[config.mk]
export PLATFORM = sky130hd
export DESIGN_NAME = mux_4_to_1_arb
export DESIGN_NICKNAME = d
export VERILOG_FILES = /design/src/rtl/mux_4_to_1_arb.sv
export SDC_FILE = /design/constraint.sdc
export NUM_CORES = 1
export LEC_CHECK = 0
export CORE_MARGIN = 2
export CORE_UTILIZATION = 38
export CTS_CLUSTER_SIZE = 14
export DETAILED_ROUTE_END_ITERATION = 7
export GPL_TIMING_DRIVEN = 0
export HOLD_SLACK_MARGIN = 0.05
export PLACE_DENSITY = 0.8
export SETUP_SLACK_MARGIN = 0.5
export SLEW_MARGIN = 20
export SYNTH_ARGS = -nofsm -noshare
export SYNTH_HDL_FRONTEND = slang
export SYNTH_SLANG_ARGS = --single-unit
[constraint.sdc]
create_clock -name i_clk -period 2 [get_ports i_clk]
set_input_delay 0.5 -clock i_clk [delete_from_list [all_inputs] [get_ports i_clk]]
set_output_delay 0.5 -clock i_clk [all_outputs]
set_load 0.01 [all_outputs]
[src/rtl/mux_4_to_1_arb.sv]
// mux_4_to_1_arb: registered 4-to-1 valid/ready stream merge with round-robin
// arbitration and a single output register stage.
// Optional packet locking (i_last_n / o_last) is enabled by defining the
// macro MUX_4_TO_1_ARB_LAST_EN.
module mux_4_to_1_arb #(
  parameter int unsigned WIDTH = 8
) (
  input  logic             i_clk,
  input  logic             i_rst_n,
  input  logic [WIDTH-1:0] i_data_1,
  input  logic [WIDTH-1:0] i_data_2,
  input  logic [WIDTH-1:0] i_data_3,
  input  logic [WIDTH-1:0] i_data_4,
  input  logic             i_valid_1,
  input  logic             i_valid_2,
  input  logic             i_valid_3,
  input  logic             i_valid_4,
  output logic             o_ready_1,
  output logic             o_ready_2,
  output logic             o_ready_3,
  output logic             o_ready_4,
`ifdef MUX_4_TO_1_ARB_LAST_EN
  input  logic             i_last_1,
  input  logic             i_last_2,
  input  logic             i_last_3,
  input  logic             i_last_4,
  output logic             o_last,
`endif
  output logic [WIDTH-1:0] o_data,
  output logic             o_valid,
  input  logic             i_ready,
  output logic             o_sel_1,
  output logic             o_sel_2
);

  localparam int unsigned CH_N  = 4;
  localparam int unsigned SEL_W = 2;
  localparam logic [SEL_W-1:0] SEL_CH4 = SEL_W'(3);

  logic [WIDTH-1:0] w_data [CH_N];
  logic [CH_N-1:0]  w_valid;
  logic [SEL_W-1:0] w_grant_idx;
  logic             w_found;
  logic             w_load;
  logic             w_accept;

  logic [WIDTH-1:0] r_data;
  logic             r_valid;
  logic [SEL_W-1:0] r_sel;
  logic [SEL_W-1:0] r_last_grant;

`ifdef MUX_4_TO_1_ARB_LAST_EN
  logic [CH_N-1:0]  w_last;
  logic             r_lock;
  logic             r_last;

  assign w_last = {i_last_4, i_last_3, i_last_2, i_last_1};
`endif

  assign w_data[0] = i_data_1;
  assign w_data[1] = i_data_2;
  assign w_data[2] = i_data_3;
  assign w_data[3] = i_data_4;
  assign w_valid   = {i_valid_4, i_valid_3, i_valid_2, i_valid_1};

  // Round-robin pick: first valid channel starting after the last grant.
  always_comb begin : arb
    logic [SEL_W-1:0] idx;
    w_found     = 1'b0;
    w_grant_idx = r_last_grant;
    idx         = r_last_grant;
    for (int i = 1; i <= int'(CH_N); i++) begin
      idx = r_last_grant + SEL_W'(i);
      if (!w_found && w_valid[idx]) begin
        w_found     = 1'b1;
        w_grant_idx = idx;
      end
    end
`ifdef MUX_4_TO_1_ARB_LAST_EN
    // Mid-packet: only the locked channel may be served, even when idle.
    if (r_lock) begin
      w_grant_idx = r_last_grant;
      w_found     = w_valid[r_last_grant];
    end
`endif
  end

  assign w_load   = !r_valid || i_ready;
  assign w_accept = w_load && w_found && i_rst_n;

  // Ready back to the single granted source; held low while in reset.
  always_comb begin
    o_ready_1 = 1'b0;
    o_ready_2 = 1'b0;
    o_ready_3 = 1'b0;
    o_ready_4 = 1'b0;
    if (w_accept) begin
      case (w_grant_idx)
        SEL_W'(0): o_ready_1 = 1'b1;
        SEL_W'(1): o_ready_2 = 1'b1;
        SEL_W'(2): o_ready_3 = 1'b1;
        default:   o_ready_4 = 1'b1;
      endcase
    end
  end

  // Output register stage and arbitration pointer.
  always_ff @(posedge i_clk or negedge i_rst_n) begin
    if (!i_rst_n) begin
      r_data       <= '0;
      r_valid      <= 1'b0;
      r_sel        <= '0;
      r_last_grant <= SEL_CH4;
`ifdef MUX_4_TO_1_ARB_LAST_EN
      r_lock       <= 1'b0;
      r_last       <= 1'b0;
`endif
    end else if (w_load) begin
      if (w_found) begin
        r_data       <= w_data[w_grant_idx];
        r_valid      <= 1'b1;
        r_sel        <= w_grant_idx;
        r_last_grant <= w_grant_idx;
`ifdef MUX_4_TO_1_ARB_LAST_EN
        r_last       <= w_last[w_grant_idx];
        r_lock       <= !w_last[w_grant_idx];
`endif
      end else begin
        r_valid <= 1'b0;
      end
    end
  end

  assign o_data  = r_data;
  assign o_valid = r_valid;
  assign o_sel_1 = r_sel[1];
  assign o_sel_2 = r_sel[0];
`ifdef MUX_4_TO_1_ARB_LAST_EN
  assign o_last  = r_last;
`endif

endmodule

### Word-level counts from Yosys, hierarchy flattened

Index checks and enable logic that the tools add are counted.

| cells by class | value |
|---|---|
| add/sub/neg operators | 3 |
| magnitude comparators | 5 |
| eq/ne operators | 2 |
| multiplexer cells | 28 |
| bitwise operators | 1 |
| reduce and logical (&&, ||, !) cells | 13 |

Operator list:

| kind | number |
|---|---|
| $mux 1 | 17 |
| $bmux 8 s2 | 1 |
| $mux 8 | 2 |
| $lt 2x3->1 const B | 4 |
| $bmux 1 s2 | 4 |
| $mux 2 | 4 |
| $logic_and 1x1->1 | 5 |
| $add 2x2->2 const B | 2 |
| $logic_not 1->1 | 4 |
| $ge 3x3->1 const B | 1 |
| $not 2->3 | 1 |
| $reduce_or 3->1 | 1 |
| $add 2x1->2 const B | 1 |
| $eq 2x1->1 const B | 1 |
| $eq 2x2->1 const B | 1 |
| $logic_not 2->1 | 1 |
| $reduce_and 2->1 | 1 |
| $logic_or 1x1->1 | 1 |

| word-level totals | value |
|---|---|
| register bits after elaboration | 13 |
| input port bits | 39 |
| output and inout port bits | 15 |
| word-level logic and storage cells | 56 |

### Longest topological paths before layout

Gate-level depths: netlist (run 1).

| depth | value |
|---|---|
| depth in word-level cells | 17 |
| depth in mapped cells | 7 |
| depth with buffers taken out | 5 |

### Worst setup path after synthesis (run 1)

No wires, ideal clock.

| timing | value |
|---|---|
| path type | input -> output |
| start | in i_valid_4 |
| end | out o_ready_1 |
| arrival time | 1.482 ns |
| data required time | 1.500 ns |
| path slack | 0.018 ns |
| stages on the path | 6 |
| buffers on the path | 1 |
| path through | nor2b_1 > o21ai_1 > o21a_1 > clkbuf_1 > nand3_1 > nor2_1 |

| on the way | value |
|---|---|
| longest elaborated chain between the ends | 15 |
| elaborated cells on any way between the ends | 27 |
| classes of those cells | mux (18); reduce/logical (9) |

RTL lines:

| item | line | text |
|---|---|---|
| from (decl) | 17 | `input logic i_valid_4,` |
| $bmux 1 s2 | 74 | `if (!w_found && w_valid[idx]) begin` |
| $mux 1 (implied by the code) | 74 |  |
| $mux 1 | 74 |  |
| $logic_not 1->1 | 74 |  |
| $logic_and 1x1->1 | 74 |  |
| $mux 1 | 74 |  |
| $logic_not 1->1 | 74 |  |
| $logic_and 1x1->1 | 74 |  |
| $mux 1 | 74 |  |
| $logic_not 1->1 | 74 |  |
| $logic_and 1x1->1 | 74 |  |
| $mux 2 or $mux 1 (tied branches) | 74 |  |
| $logic_not 2->1 or $logic_and 1x1->1 (tied branches) | 98, 89 |  |
| $mux 1 or $logic_and 1x1->1 (tied branches) | 98, 89 |  |
| $mux 1 (*) | 97 | `if (w_accept) begin` |
| to (decl) | 18 | `output logic o_ready_1,` |

Every way passes the cells marked *; elsewhere a longest branch is shown, timed or not. The select of a mux whose other input is x is not followed.

### Final worst setup path (run 1)

| timing | value |
|---|---|
| start | reg r_last_grant[0] |
| end | out o_ready_2 |

| on the way | value |
|---|---|
| longest elaborated chain between the ends | 16 |
| elaborated cells on any way between the ends | 30 |
| classes of those cells | add/sub (3); eq/ne (1); mux (18); reduce/logical (8) |

RTL lines:

| item | line | text |
|---|---|---|
| from (decl) | 50 | `logic [SEL_W-1:0] r_last_grant;` |
| from (signal assigned) | 123 | `r_last_grant <= w_grant_idx;` |
| $add 2x1->2 | 73 | `idx = r_last_grant + SEL_W'(i);` |
| $bmux 1 s2 | 74 |  |
| $mux 1 (implied by the code) | 74 |  |
| $mux 1 | 74 |  |
| $logic_not 1->1 | 74 |  |
| $logic_and 1x1->1 | 74 |  |
| $mux 1 | 74 |  |
| $logic_not 1->1 | 74 |  |
| $logic_and 1x1->1 | 74 |  |
| $mux 1 | 74 |  |
| $logic_not 1->1 | 74 |  |
| $logic_and 1x1->1 | 74 |  |
| $mux 2 or $mux 1 (tied branches) | 74 |  |
| $eq 2x1->1 or $logic_and 1x1->1 (tied branches) | 98, 89 |  |
| $mux 1 or $logic_and 1x1->1 (tied branches) | 98, 89 |  |
| $mux 1 (*) | 97 |  |
| to (decl) | 19 | `output logic o_ready_2,` |

Marks and branches as above.

==> metrics list, run 1 <==
* Vertical die dimension: 53.8 µm
- TritonCTS built the clock tree.
- Met3 usage: 4.72%
- Starting density of the core: 39.0%
- Total die area: 2890 µm²
- The tree is rooted in a sky130_fd_sc_hd__clkbuf_4.
- Tracing the worst setup path back leads to its startpoint at r_last_grant[0].
- From left edge to right edge, the die measures 53.8 µm.
* Number of flip-flops and latches in the synthesized netlist: 13
* Peak supply drop: 0.561 mV
- Leading post-synthesis cells by instance count: sky130_fd_sc_hd__dfrtp_1, sky130_fd_sc_hd__nand2_1, sky130_fd_sc_hd__nor2_1
* Fraction of final layout cells with drive strength greater than 1: 37.0%
- Number of nets at the end of the flow: 224
* Top achievable clock speed: 0.436 GHz
* Average wire per standard cell: 18.6 µm
- HPWL after DPL: 2340 µm
- Hold/Removal Path Class: primary input to asynchronous set/reset pin
- M2 GR Usage: 48.2%
- Yosys mapped the design onto 23 distinct sky130hd cell types.
- Diode count: 0
- After synthesis, flip-flops and latches occupy 34.8% of the total area.
- After filler insertion, the fill cell instance count of the layout stands at 158.
- In this run the number of H-tree levels came out at 1.
* Fraction of synthesis flops using an asynchronous set or reset pin: 100%
- For the worst setup path, the data required time is 1500 ps.
- Most common flop cell mapped by yosys: sky130_fd_sc_hd__dfrtp_1
* Number of rows in the core area: 18
* Startpoint of the most critical register-to-register path: r_last_grant[0]
- Power spread over the standard cell area amounts to 869 nW/µm².
* Top cell type by total area after synthesis: sky130_fd_sc_hd__dfrtp_1
- After technology mapping, the gate count stands at 106.
- Max-slew headroom: 46.6%
- Largest clock skew in the final design: 3.56 ps
* Reported max-cap violation count: 0
- Post-synth net total: 145
- Area used by multi-input combinational logic: 753 µm²
* Overflow left after global routing: 0
- Setup violations remaining at the end of the flow were counted as 10.
- Of the available clock period, the critical path in the final layout requires 115%.
- During I/O placement, the number of pins put on the boundary was 54.
- Number of failing hold endpoints at the final stage: 0
- In the routed design, unresolved DRC markers number 0.
- The worst setup path is launched from a register.
- The pre-antenna-repair detailed-routing pass consisted of 6 iterations.
- CTS saw 13 sinks.
- Post-route design area: 1950 µm²
* Number of global-route vias before repair: 1208
- In the post-synthesis netlist, the biggest area contributors are sky130_fd_sc_hd__dfrtp_1, sky130_fd_sc_hd__mux2i_1, sky130_fd_sc_hd__a211o_1.
* Fraction of synthesized cell area taken by the top area cell type: 29.3%
- Minimum clock period: 2290 ps
- In this run the cell area measured after placement is 1590 µm².
* Yosys warns: 0
- Registers take 328 µm².
- Latest clock arrival within the worst-skew pair: 280 ps
- Compared with the post-synthesis result, the final layout area differs by 108%.
- Antenna violations before repair: 0
* Register clock-pin slew on the reported worst setup and hold paths: 90 ps
* Worst EP arrival: 1790 ps
- Worst-case setup slack after placement: -1070 ps
- At the end of routability-driven placement, the weighted congestion stood at 0.809.
- Number of buffers inserted for hold repair after clock tree synthesis: 0
* Via count normalized by instance count: 6.01
- GR Util met1: 33.9%
- Worst Setup End Kind: primary output
* Core box area: 2410 µm²
* Vias after detailed routing: 1286
- Layer with the highest usage: met2
- Global-route wire length before repair: 5620 µm
- Entering global routing, the biggest net connects 16 pins.
- No sink is reached through more buffers than the 2 on the longest clock path.
* Fin. max-slew vios: 0
- In this run, the number of DRC markers left after iteration 0 of detailed routing was 50.
* Setup repair after global routing missed its margin: yes
- By startpoint and endpoint, the worst setup path is classified as register to primary output.
- Status: finished, violations left
* Total leakage power: 0.841 nW
- After layout, the worst setup slack is -295 ps.
* Failing checks: negative setup slack
- During placement, the flow inserted port buffers numbering 53.
- Count of flip-flops with a built-in enable after synthesis: 0
* Actual slew at the worst max-slew pin: 801 ps
- In this run the mean area of a mapped cell was 8.88 µm².
- GRT Util Overall: 27.4%
- The synthesized netlist occupies a cell area of 941 µm².
- TritonCTS created 3 clock buffers.
- Aggregate routed wire length: 3970 µm
- Antenna Nets Post-Route: 0
* Maximum fanout along the worst path: 4
[stage by stage]
| step | TNS, ps | util [%] | total power, mW | instances | hold WS [ps] |
|---|---|---|---|---|---|
| floorplan | 0 | - | 0.888 | 106 | 204 |
| global placement | -7580 | 66.0 | 1.23 | 189 | 472 |
| detailed placement | -8010 | 66.0 | 1.24 | 189 | 478 |
| CTS | -1090 | 78.8 | 1.59 | 211 | 426 |
| global route | -2510 | 81.1 | 1.77 | 214 | 456 |
| finish | -1700 | 81.1 | 1.70 | 214 | 409 |
[layer usage]
layer	wire length (µm)	vias to the layer above
met4	68	0
met3	313	14
li1	-	568
met5	0	-
met1	1520	618
met2	2070	86
[where the power goes]
group | switching, mW | internal (mW) | leakage [nW] | total (mW)
combinational | 0.517 | 0.587 | 0.671 | 1.10
clock | 0.0996 | 0.0741 | 0.0177 | 0.174
sequential | 0.0591 | 0.361 | 0.152 | 0.420
[layout make-up]
type	instances	area share (%)
Multi-Input combinational cell	85	38.5
Timing Repair Buffer	74	36.7
Sequential cell	13	16.8
Buffer	8	4.67
Tap cell	30	1.92
Clock buffer	3	1.15
Clock inverter	1	0.256
[cells in the final DEF (no fill, tap or decap), drive strengths merged, types with 2 or more instances in the layout]
master,Yosys,final
o31ai,8,8
nand2,11,11
o21ai,4,4
a211o,8,8
mux2i,8,8
nor2b,2,2
buf,2,30
a21oi,3,3
a21o,3,3
o21a,2,2
nand2b,3,3
dfrtp,11,11
nor2,10,10
clkdlybuf4s15,0,7
clkdlybuf4s50,0,32
dfstp,2,2
o311ai,8,8
clkbuf,6,6
nand4,8,8
nand3,4,4
dlygate4sd2,0,10
[repair_timing]
item                                    in CTS  in global routing
resized for setup                           74                 14
buffers inserted                            18                  3
endpoints found under the setup margin      27                 19
pin swaps                                    8                  3
[kinds of logic after synthesis]
logic type             share of synthesized area (%)
DFF                                             34.8
and+or+nand+nor                                 21.5
buffers and inverters                           4.92
muxes                                           8.51
AOI/OAI and AO/OA                               30.2
[critical path, cell delays in order, from the launching register on]
cell and delay [ps]:
sky130_fd_sc_hd__dfstp_2 600, sky130_fd_sc_hd__nor2b_4 70, sky130_fd_sc_hd__o21a_1 180, sky130_fd_sc_hd__buf_6 120
sky130_fd_sc_hd__nor3_4 180, sky130_fd_sc_hd__buf_6 130, sky130_fd_sc_hd__buf_6 100, sky130_fd_sc_hd__nor2_4 30
sky130_fd_sc_hd__buf_6 110
[state kept, by name, summed over array words and instances, names as in the netlist]
signal        count
o_data            8
r_last_grant      2
r_sel             2
o_valid           1
[worst paths after layout]
kind | endpoint | slack, ps | depth (start not counted)
worst max-delay path | o_ready_2 | -290 | 8
worst min-delay path | o_data[4] | 410 | 1
worst max register to register | o_data[4] | -130 | 11
worst min register to register | o_data[4] | 500 | 2
max in group asynchronous | o_data[6] | 1100 | 1
min in group i_clk | o_data[4] | 500 | 2
No activity file was read; power rests on OpenSTA's default activity.
==> inputs of run 2 (changes only) <==
--- a/config.mk
+++ b/config.mk
@@ -5,13 +5,14 @@
 export SDC_FILE = /design/constraint.sdc
 export NUM_CORES = 1
 export LEC_CHECK = 0
+export ABC_AREA = 1
 export CORE_MARGIN = 2
 export CORE_UTILIZATION = 38
 export CTS_CLUSTER_SIZE = 14
 export DETAILED_ROUTE_END_ITERATION = 7
 export GPL_TIMING_DRIVEN = 0
 export HOLD_SLACK_MARGIN = 0.05
-export PLACE_DENSITY = 0.8
+export PLACE_DENSITY = 0.77
 export SETUP_SLACK_MARGIN = 0.5
 export SLEW_MARGIN = 20
 export SYNTH_ARGS = -nofsm -noshare
==> constraint.sdc (replaced) <==
create_clock -name i_clk -period 2.06 [get_ports i_clk]
set_input_delay 0.515 -clock i_clk [delete_from_list [all_inputs] [get_ports i_clk]]
set_output_delay 0.515 -clock i_clk [all_outputs]
set_load 0.01 [all_outputs]
==> run 2 against run 1 <==
Compared with the run above:
- the flow still finishes with violations (negative setup slack)
- critical path type unchanged
- critical endpoint is now o_ready_1
- area after synthesis rose by 29%
- routed wire length is 13% higher
- global-route usage fell by 3.8 points
- via count grew 22%
- utilization fell by 7.6 points
- combinational power rose to 3.8 times the previous value
- highest routed layer unchanged
- critical path depth is 4 higher
- synthesized cell count increased by 64%
- cell area increased by 15%
- die area grew 26%
- register-to-register slack improved by 50 ps
==> metrics list, run 2 <==
- Total die area: 3650 µm² (+26%)
- Worst EP arrival: 2170 ps (+380 ps)
* Yosys warns: 0 (unchanged)
- In the finished design, the share of the clock period the worst path needs comes to 131%.
* Worst-case setup slack after placement: -1130 ps (-58.9 ps)
- Number of global-route vias before repair: 1380 (+14%)
- Hold Worst Slack: 477 ps (+68.7 ps)
- Number of buffers inserted for hold repair after clock tree synthesis: 0 (unchanged)
* Core box area: 3050 µm² (+27%)
- The net count reported at finish is 298 (+33%).
* Reg-to-reg endpoint: o_data[1]
- Most frequent cells in the layout: sky130_fd_sc_hd__nand3_1, sky130_fd_sc_hd__nand2_1, sky130_fd_sc_hd__clkdlybuf4s50_1
* Clock root buffer: sky130_fd_sc_hd__clkbuf_4
- Quantity of I/O buffers inserted on ports: 53 (unchanged)
- The worst-skew pair later-pin latency was 270 ps (about the same).
- Maximum fanout along the worst path: 9 (+5)
* Via count normalized by instance count: 5.18 (-14%)
* Starting density of the core: 39.7% (+0.63 points)
- Sequential area share after synthesis: 27.1% (-7.8 points)
- The number of distinct library cells after synthesis is 21 (-8.7%).
* Number of cells traversed by the worst hold path: 2
- Final WS setup: -629 ps (-334 ps)
- Aggregate routed wire length: 4480 µm (+13%)
- Post-route design area: 2240 µm² (+15%)
* Minimum clock period: 2690 ps
- Fin. max-slew vios: 0 (unchanged)
- STA classifies the critical path endpoint as a primary output.
* Antenna violations before repair: 0 (unchanged)
- Area of the mapped netlist: 1210 µm² (+29%)
* Actual slew at the worst max-slew pin: 731 ps (-70.7 ps)
* Ranking of synthesized cells by area: sky130_fd_sc_hd__nand3_1, sky130_fd_sc_hd__dfrtp_1, sky130_fd_sc_hd__nand2_1
- The max-cap check violation count is 0 (unchanged).
* Hold/Removal Path Class: register to register
* Data required time of the critical path: 1540 ps (+40 ps)
- The biggest cell delay along the critical path was 600 ps (about the same).
- The via count is 1565 (+22%).
* Count of buffering cells on the critical path with inverters included: 3 (-1)
- The number of synthesized flops with an enable pin came to 0 (unchanged).
- GRT Util Overall: 23.6% (-3.8 points)
- CTS Buffer Depth: 2 (unchanged)
- Routability cong.: 0.860 (+6.2%)
- sky130_fd_sc_hd__nand3_1 takes more of the synthesized area than any other cell.
* Most common flop cell mapped by yosys: sky130_fd_sc_hd__dfrtp_1
* Top achievable clock speed: 0.372 GHz
* Antenna Nets Post-Route: 0 (unchanged)
- Worst hold path startpoint: o_data[3]
* Average wire per standard cell: 14.8 µm (-20%)
- Number of flip-flops and latches in the synthesized netlist: 13 (unchanged)
* Delay-heaviest family, CP: simple AND/OR/NAND/NOR gates
- The worst setup path is launched from a register.
- Maximum number of pins on one net before global-route repair: 16 (unchanged)
* Maximum level of the CTS H-tree: 1 (unchanged)
- Peak supply drop: 1.43 mV (+150%)
- Max reg flops: 8 (unchanged)
* Most repeated cell in the gate-level netlist after synthesis: sky130_fd_sc_hd__nand3_1
* Fill cell count: 246 (+56%)
- Syn Area/Cell: 6.96 µm² (-22%)
- Fraction of synthesis flops using an asynchronous set or reset pin: 100% (unchanged)
- The global-route wire length before repair is 6460 µm (+15%).
- The slowest stage of the critical path is the sky130_fd_sc_hd__dfstp_2 cell.
- The number of antenna diodes came to 0 (unchanged).
- Number of failing hold endpoints at the final stage: 0 (unchanged)
* Total leakage power: 1.08 nW (+29%)
- Area growth, synth to finish: 85.3%
- HPWL after DPL: 2620 µm (+12%)
- Hold EP: o_data[3]
* Count of mapped cells out of synthesis: 174 (+64%)
* Setup slack of the most critical reg-to-reg path: -80 ps (+50 ps)
- Fraction of final layout cells with drive strength greater than 1: 39.5% (+2.6 points)
- The power per unit of standard cell area is 2170 nW/µm² (+150%).
- Leading post-synthesis cells by instance count: sky130_fd_sc_hd__nand3_1, sky130_fd_sc_hd__nand2_1, sky130_fd_sc_hd__nand2_2
- Overflow left after global routing: 0 (unchanged)
- Count of unresolved DRC violations after routing: 0 (unchanged)
- The share of the synthesized area in the top cell type is 23.1% (-6.1 points).
- Area after detailed placement: 1840 µm² (+16%)
- Vertical die dimension: 60.5 µm (+12%)
* Number of I/O pins: 54 (unchanged)
* Die W: 60.5 µm (+12%)
- The number of DRC markers in iteration 0 came to 62 (+24%).
- Final setup violation count: 12 (+2)
* Number of rows in the core area: 20 (+2)
- The critical path goes through clkinv_4 > nand2_2 > nand2_4 > nand2_4 > nand2_8 > o21ai_4 > nand2_1 > nand2_1 > nand2_2 > buf_6 > nor3_4 > buf_2.
* CTS tree: built
* Post-synth net total: 213 (+47%)
- The CTS buffer count is 3 (unchanged).
- The clock edge transition at the registers on the reported setup and hold paths is 80 ps (about the same).
* Startpoint-to-endpoint class of the critical path: register to primary output
- The checks that failed: negative setup slack.
* Leading cell type in the layout, fill and taps excluded: sky130_fd_sc_hd__nand3_1
- Setup repair after global routing missed its margin: yes
- Number of cell instances on the worst register-to-register path: 14 (+3)
* Startpoint of the most critical register-to-register path: r_last_grant[0]
- The worst max-slew margin expressed relative to the limit came to 51.1% (+4.6 points).
* Status: finished, violations left
- DR pass1 iterations: 4 (-2)
- Sink count of the clock tree: 13 (unchanged)
- The setup skew after layout is 2.11 ps (-1.45 ps).
[run 2: changes by cell type after synthesis, sizes merged, moves of 7 or more]
cell    change
nand2      +64
o31ai       -8
inv         +8
nand3      +54
mux2i       -8
o311ai      -8
a211o       -8
nor2        -7
[run 2: metal layers]
| layer | share of wire, % | track usage (%) | up-vias | wire length (µm) |
|---|---|---|---|---|
| met2 | 50 | 38.8 | 70 | 2250 |
| met4 | 1.9 | 7.76 | 0 | 87 |
| met5 | 0 | 0 | - | 0 |
| met3 | 6.4 | 3.20 | 12 | 289 |
| li1 | - | - | 756 | - |
| met1 | 41 | 32.1 | 727 | 1860 |
[run 2: final cells by class]
cell class | instances | area [µm²] | share of cell area, %
inverters | 8 | 40.0 | 1.78
repair buffers | 80 | 737 | 32.8
well taps | 44 | 55.1 | 2.45
flip-flops and latches | 13 | 328 | 14.6
clock buffers | 4 | 26.3 | 1.17
multi-input cells | 146 | 960 | 42.8
plain buffers | 7 | 98.8 | 4.40
[run 2: cells by family (layout without fill, tap and decap cells)]
kind of cell    count (synthesis)  after routing  share of synthesized area, %
simple gates                  140            140                          61.8
buf+inv                        15             99                          8.68
flops                          13             13                          27.1
compound gates                  6              6                          2.48
[run 2: worst max path at each step]
stage	from	to	slack, ps	cells past startpoint
after floorplan	r_last_grant[0]	o_ready_2	-70	12
after global placement	i_valid_2	o_ready_2	-1080	13
after detailed placement	i_valid_2	o_ready_2	-1130	13
after CTS	r_last_grant[0]	o_ready_1	-520	13
after global routing	r_last_grant[0]	o_ready_4	-690	13
final	r_last_grant[0]	o_ready_1	-630	12
[run 2: stage by stage]
stage               setup TNS (ps)  std cells  util, %  total power [mW]
floorplan                     -237        174        -              2.70
global placement             -5390        271     60.3              3.43
detailed placement           -6120        271     60.3              3.47
CTS                          -2040        296     69.0              4.41
global route                 -3970        302     73.5              5.19
finish                       -2960        302     73.5              4.87
[run 2: what timing repair did]
item                                   4_1_cts  5_1_grt
pin swaps                                   22       12
gates resized for setup                     61       23
endpoints found under the hold margin        0        0
gates cloned                                 0        0
setup buffers                               21        6
setup endpoints to repair                   28       17
[run 2: power by group]
group / internal (mW) / switching, mW
combinational: 1.88 / 2.33
clock: 0.0749 / 0.0837
sequential: 0.417 / 0.0833
[run 2: worst min-delay path, cell delays in order, from the launching register on]
cell and delay [ps]:
sky130_fd_sc_hd__dfrtp_1 350, sky130_fd_sc_hd__nand2_1 50, sky130_fd_sc_hd__nand2_1 50
==> inputs of run 3 (changes only) <==
--- a/config.mk
+++ b/config.mk
@@ -12,6 +12,7 @@
 export DETAILED_ROUTE_END_ITERATION = 7
 export GPL_TIMING_DRIVEN = 0
 export HOLD_SLACK_MARGIN = 0.05
+export MAX_ROUTING_LAYER = met4
 export PLACE_DENSITY = 0.77
 export SETUP_SLACK_MARGIN = 0.5
 export SLEW_MARGIN = 20
==> run 3 against run 2 <==
Compared with the run above:
- the flow still finishes with violations (negative setup slack)
- clock skew up 1.7 ps
- register-to-register slack about the same
- utilization is 0.37 points lower
- critical path depth unchanged
- worst hold slack about the same
- worst setup slack lost 15 ps
- die area unchanged
- cell count shrank 0.33%
- via count rose by 0.45%
- sequential share of layout area up 0.074 points
- fmax fell by 0.55%
- flip-flop and latch count unchanged
- critical endpoint unchanged
- largest power group unchanged
==> metrics list, run 3 (synthesis results as in run 2) <==
- The run finished, with violations left.
- Failing checks: negative setup slack
* Hold Worst Slack: 478 ps (+0.192 ps)
- The setup slack of the critical path after layout was -644 ps (-14.9 ps).
* CTS tree: built
- Setup slack of the most critical reg-to-reg path: -90 ps (about the same)
- The maximum fanout along the worst path is 9 (unchanged).
- The number of flip-flops under the largest register name was 8 (unchanged).
* Largest clock skew in the final design: 3.80 ps (+1.70 ps)
- Area growth, synth to finish: 84.4%
* Global-route wire length before repair: 6460 µm (unchanged)
- Number of buffers created by CTS: 3 (unchanged)
* Cell with the largest stage delay on the worst path: sky130_fd_sc_hd__dfstp_2
- The transition at the pin with the smallest max-transition slack came to 726 ps (-4.48 ps).
- Fill cell count: 252 (+2.4%)
- Worst EP arrival: 2190 ps (+20 ps)
- The flip-flop and latch area is 328 µm² (unchanged).
- Vias after detailed routing: 1572 (+0.45%)
- The die area came to 3650 µm² (unchanged).
- Fin. max-slew vios: 0 (unchanged)
- Period utilization: 131% (+0.72 points)
- The placed wire-length estimate after detailed placement was 2620 µm (unchanged).
* CTS Buffer Depth: 2 (unchanged)
* Startpoint-to-endpoint class of the critical path: register to primary output
- The length of the first detailed-routing pass in iterations was 4 (unchanged).
* Overflow left after global routing: 0 (unchanged)
- Fraction of final layout cells with drive strength greater than 1: 39.3% (-0.24 points)
* Latest clock arrival within the worst-skew pair: 270 ps (about the same)
* Routability cong.: 0.874 (+1.6%)
- Startpoint of the most critical register-to-register path: r_last_grant[0]
* Count of buffering cells on the critical path with inverters included: 3 (unchanged)
- The setup-violating endpoint count in the final report is 12 (unchanged).
- The via density per instance is 5.22 (+0.78%).
* Sink count of the clock tree: 13 (unchanged)
* Register clock-pin slew on the reported worst setup and hold paths: 80 ps (about the same)
- Total leakage power: 1.08 nW (-0.49%)
- The effective utilization at floorplan was 39.7% (unchanged).
- The net count reported at finish is 297 (-0.34%).
* Reg-to-reg endpoint: o_data[1]
- Maximum level of the CTS H-tree: 1 (unchanged)
- The final wirelength came to 4560 µm (+1.7%).
- The tree is rooted in a sky130_fd_sc_hd__clkbuf_4.
- The area of the placeable core came to 3050 µm² (unchanged).
* Leading cell type in the layout, fill and taps excluded: sky130_fd_sc_hd__nand3_1
- The combined area of the multi-input logic cells came to 960 µm² (unchanged).
- Quantity of I/O buffers inserted on ports: 53 (unchanged)
- The final critical delay including setup and external delays was 2700 ps (+14.9 ps).
* Most frequent cells in the layout: sky130_fd_sc_hd__nand3_1, sky130_fd_sc_hd__nand2_1, sky130_fd_sc_hd__clkdlybuf4s50_1
- GRT Util Overall: 24.4% (+0.75 points)
- The number of endpoints with negative hold slack in the final report is 0 (unchanged).
- Among cell families on the critical path, the largest total delay comes from simple AND/OR/NAND/NOR gates.
* Reported max-cap violation count: 0 (unchanged)
* Worst hold path startpoint: o_data[3]
- M2 GR Usage: 39.0% (+0.16 points)
* First DRT Iteration DRCs: 87 (+40%)
- Total Power Consumption: 4.83 mW (-0.69%)
* Number of cell instances on the worst register-to-register path: 14 (unchanged)
- Number of rows in the core area: 20 (unchanged)
- Hold EP: o_data[3]
* Hold/Removal Path Class: register to register
- Number of cells traversed by the worst hold path: 2 (unchanged)
- Max-slew headroom: 51.4% (+0.30 points)
- Count of unresolved DRC violations after routing: 0 (unchanged)
* Average wire per standard cell: 15.1 µm (+2.0%)
- The y dimension of the die came to 60.5 µm (unchanged).
* Number of global-route vias before repair: 1383 (+0.22%)
- Number of I/O pins: 54 (unchanged)
* Number of buffers inserted for hold repair after clock tree synthesis: 0 (unchanged)
* Layer with the highest usage: met2
- The biggest cell delay along the critical path is 600 ps (about the same).
- The power per unit of standard cell area came to 2160 nW/µm² (-0.19%).
* Setup repair after global routing missed its margin: yes
* Worst Setup End Kind: primary output
- Top achievable clock speed: 0.370 GHz (-0.55%)
- The worst setup path is launched from a register.
- The critical path goes through clkinv_4 > nand2_2 > nand2_4 > nand2_4 > nand2_8 > o21ai_4 > nand2_1 > nand2_1 > nand2_2 > buf_6 > nor3_4 > buf_2.
* Antenna Nets Post-Route: 0 (unchanged)
- The number of antenna diodes came to 0 (unchanged).
- The worst ir drop on vdd was 1.44 mV (+0.84%).
- The number of antenna violations at the first check in global routing is 0 (unchanged).
* Met3 usage: 3.20% (unchanged)
- The largest net degree at the start of global routing came to 16 (unchanged).
- The die width is 60.5 µm (unchanged).
* Data required time of the critical path: 1540 ps (about the same)
* GR Util met1: 32.0% (-0.13 points)
[run 3: per-stage QoR]
| step | setup WS [ps] | TNS (ps) | utilization (%) | cell area [µm²] | std cells |
|---|---|---|---|---|---|
| 5_1_grt | -693 | -3940 | 73.2 | 2230 | 301 |
| 2_1_floorplan | -71.3 | -237 | - | 1250 | 174 |
| 3_5_place_dp | -1130 | -6120 | 60.3 | 1840 | 271 |
| 6_report | -644 | -3070 | 73.2 | 2230 | 301 |
| 4_1_cts | -520 | -2040 | 69.0 | 2110 | 296 |
| 3_3_place_gp | -1080 | -5390 | 60.3 | 1840 | 271 |
[run 3: repair_timing]
item | in CTS | in global routing
endpoints found under the setup margin | 28 | 17
pin swaps | 22 | 10
gates resized for setup | 61 | 22
buffers inserted | 21 | 5
[run 3: worst max-delay path by stage]
stage | from | slack [ps] | endpoint | cells after the start
detailed placement | i_valid_2 | -1130 | o_ready_2 | 13
global placement | i_valid_2 | -1080 | o_ready_2 | 13
CTS | r_last_grant[0] | -520 | o_ready_1 | 13
finish | r_last_grant[0] | -640 | o_ready_1 | 12
global route | r_last_grant[0] | -690 | o_ready_4 | 13
floorplan | r_last_grant[0] | -70 | o_ready_2 | 12
[run 3: layout make-up]
class / instances / area share (%)
repair buffers: 79 / 32.5
multi-input cells: 146 / 43.0
clock buffers: 4 / 1.18
flip-flops and latches: 13 / 14.7
plain buffers: 7 / 4.43
inverters: 8 / 1.79
well taps: 44 / 2.46
[run 3: per-layer routing]
metal | vias to the layer above | wire length (µm)
li1 | 755 | -
met1 | 741 | 1890
met2 | 64 | 2290
met3 | 12 | 281
met4 | 0 | 98
met5 | - | 0
[run 3: worst reg2reg max path, stage by stage (launching register included)]
cell and delay, ps:
sky130_fd_sc_hd__dfstp_2 600, sky130_fd_sc_hd__clkinv_4 120, sky130_fd_sc_hd__nand2_2 110, sky130_fd_sc_hd__nand2_4 90
sky130_fd_sc_hd__nand2_4 120, sky130_fd_sc_hd__nand2_8 90, sky130_fd_sc_hd__o21ai_4 160, sky130_fd_sc_hd__buf_4 130
sky130_fd_sc_hd__nand3_2 70, sky130_fd_sc_hd__nand2_4 100, sky130_fd_sc_hd__buf_6 120, sky130_fd_sc_hd__buf_6 130
sky130_fd_sc_hd__nand3_1 70, sky130_fd_sc_hd__nand3_1 80, sky130_fd_sc_hd__nand2_1 50
[run 3: report_power, final]
group          internal [mW]  switching, mW  total, mW
clock                 0.0749         0.0844      0.159
combinational           1.85           2.32       4.18
sequential             0.416         0.0809      0.497
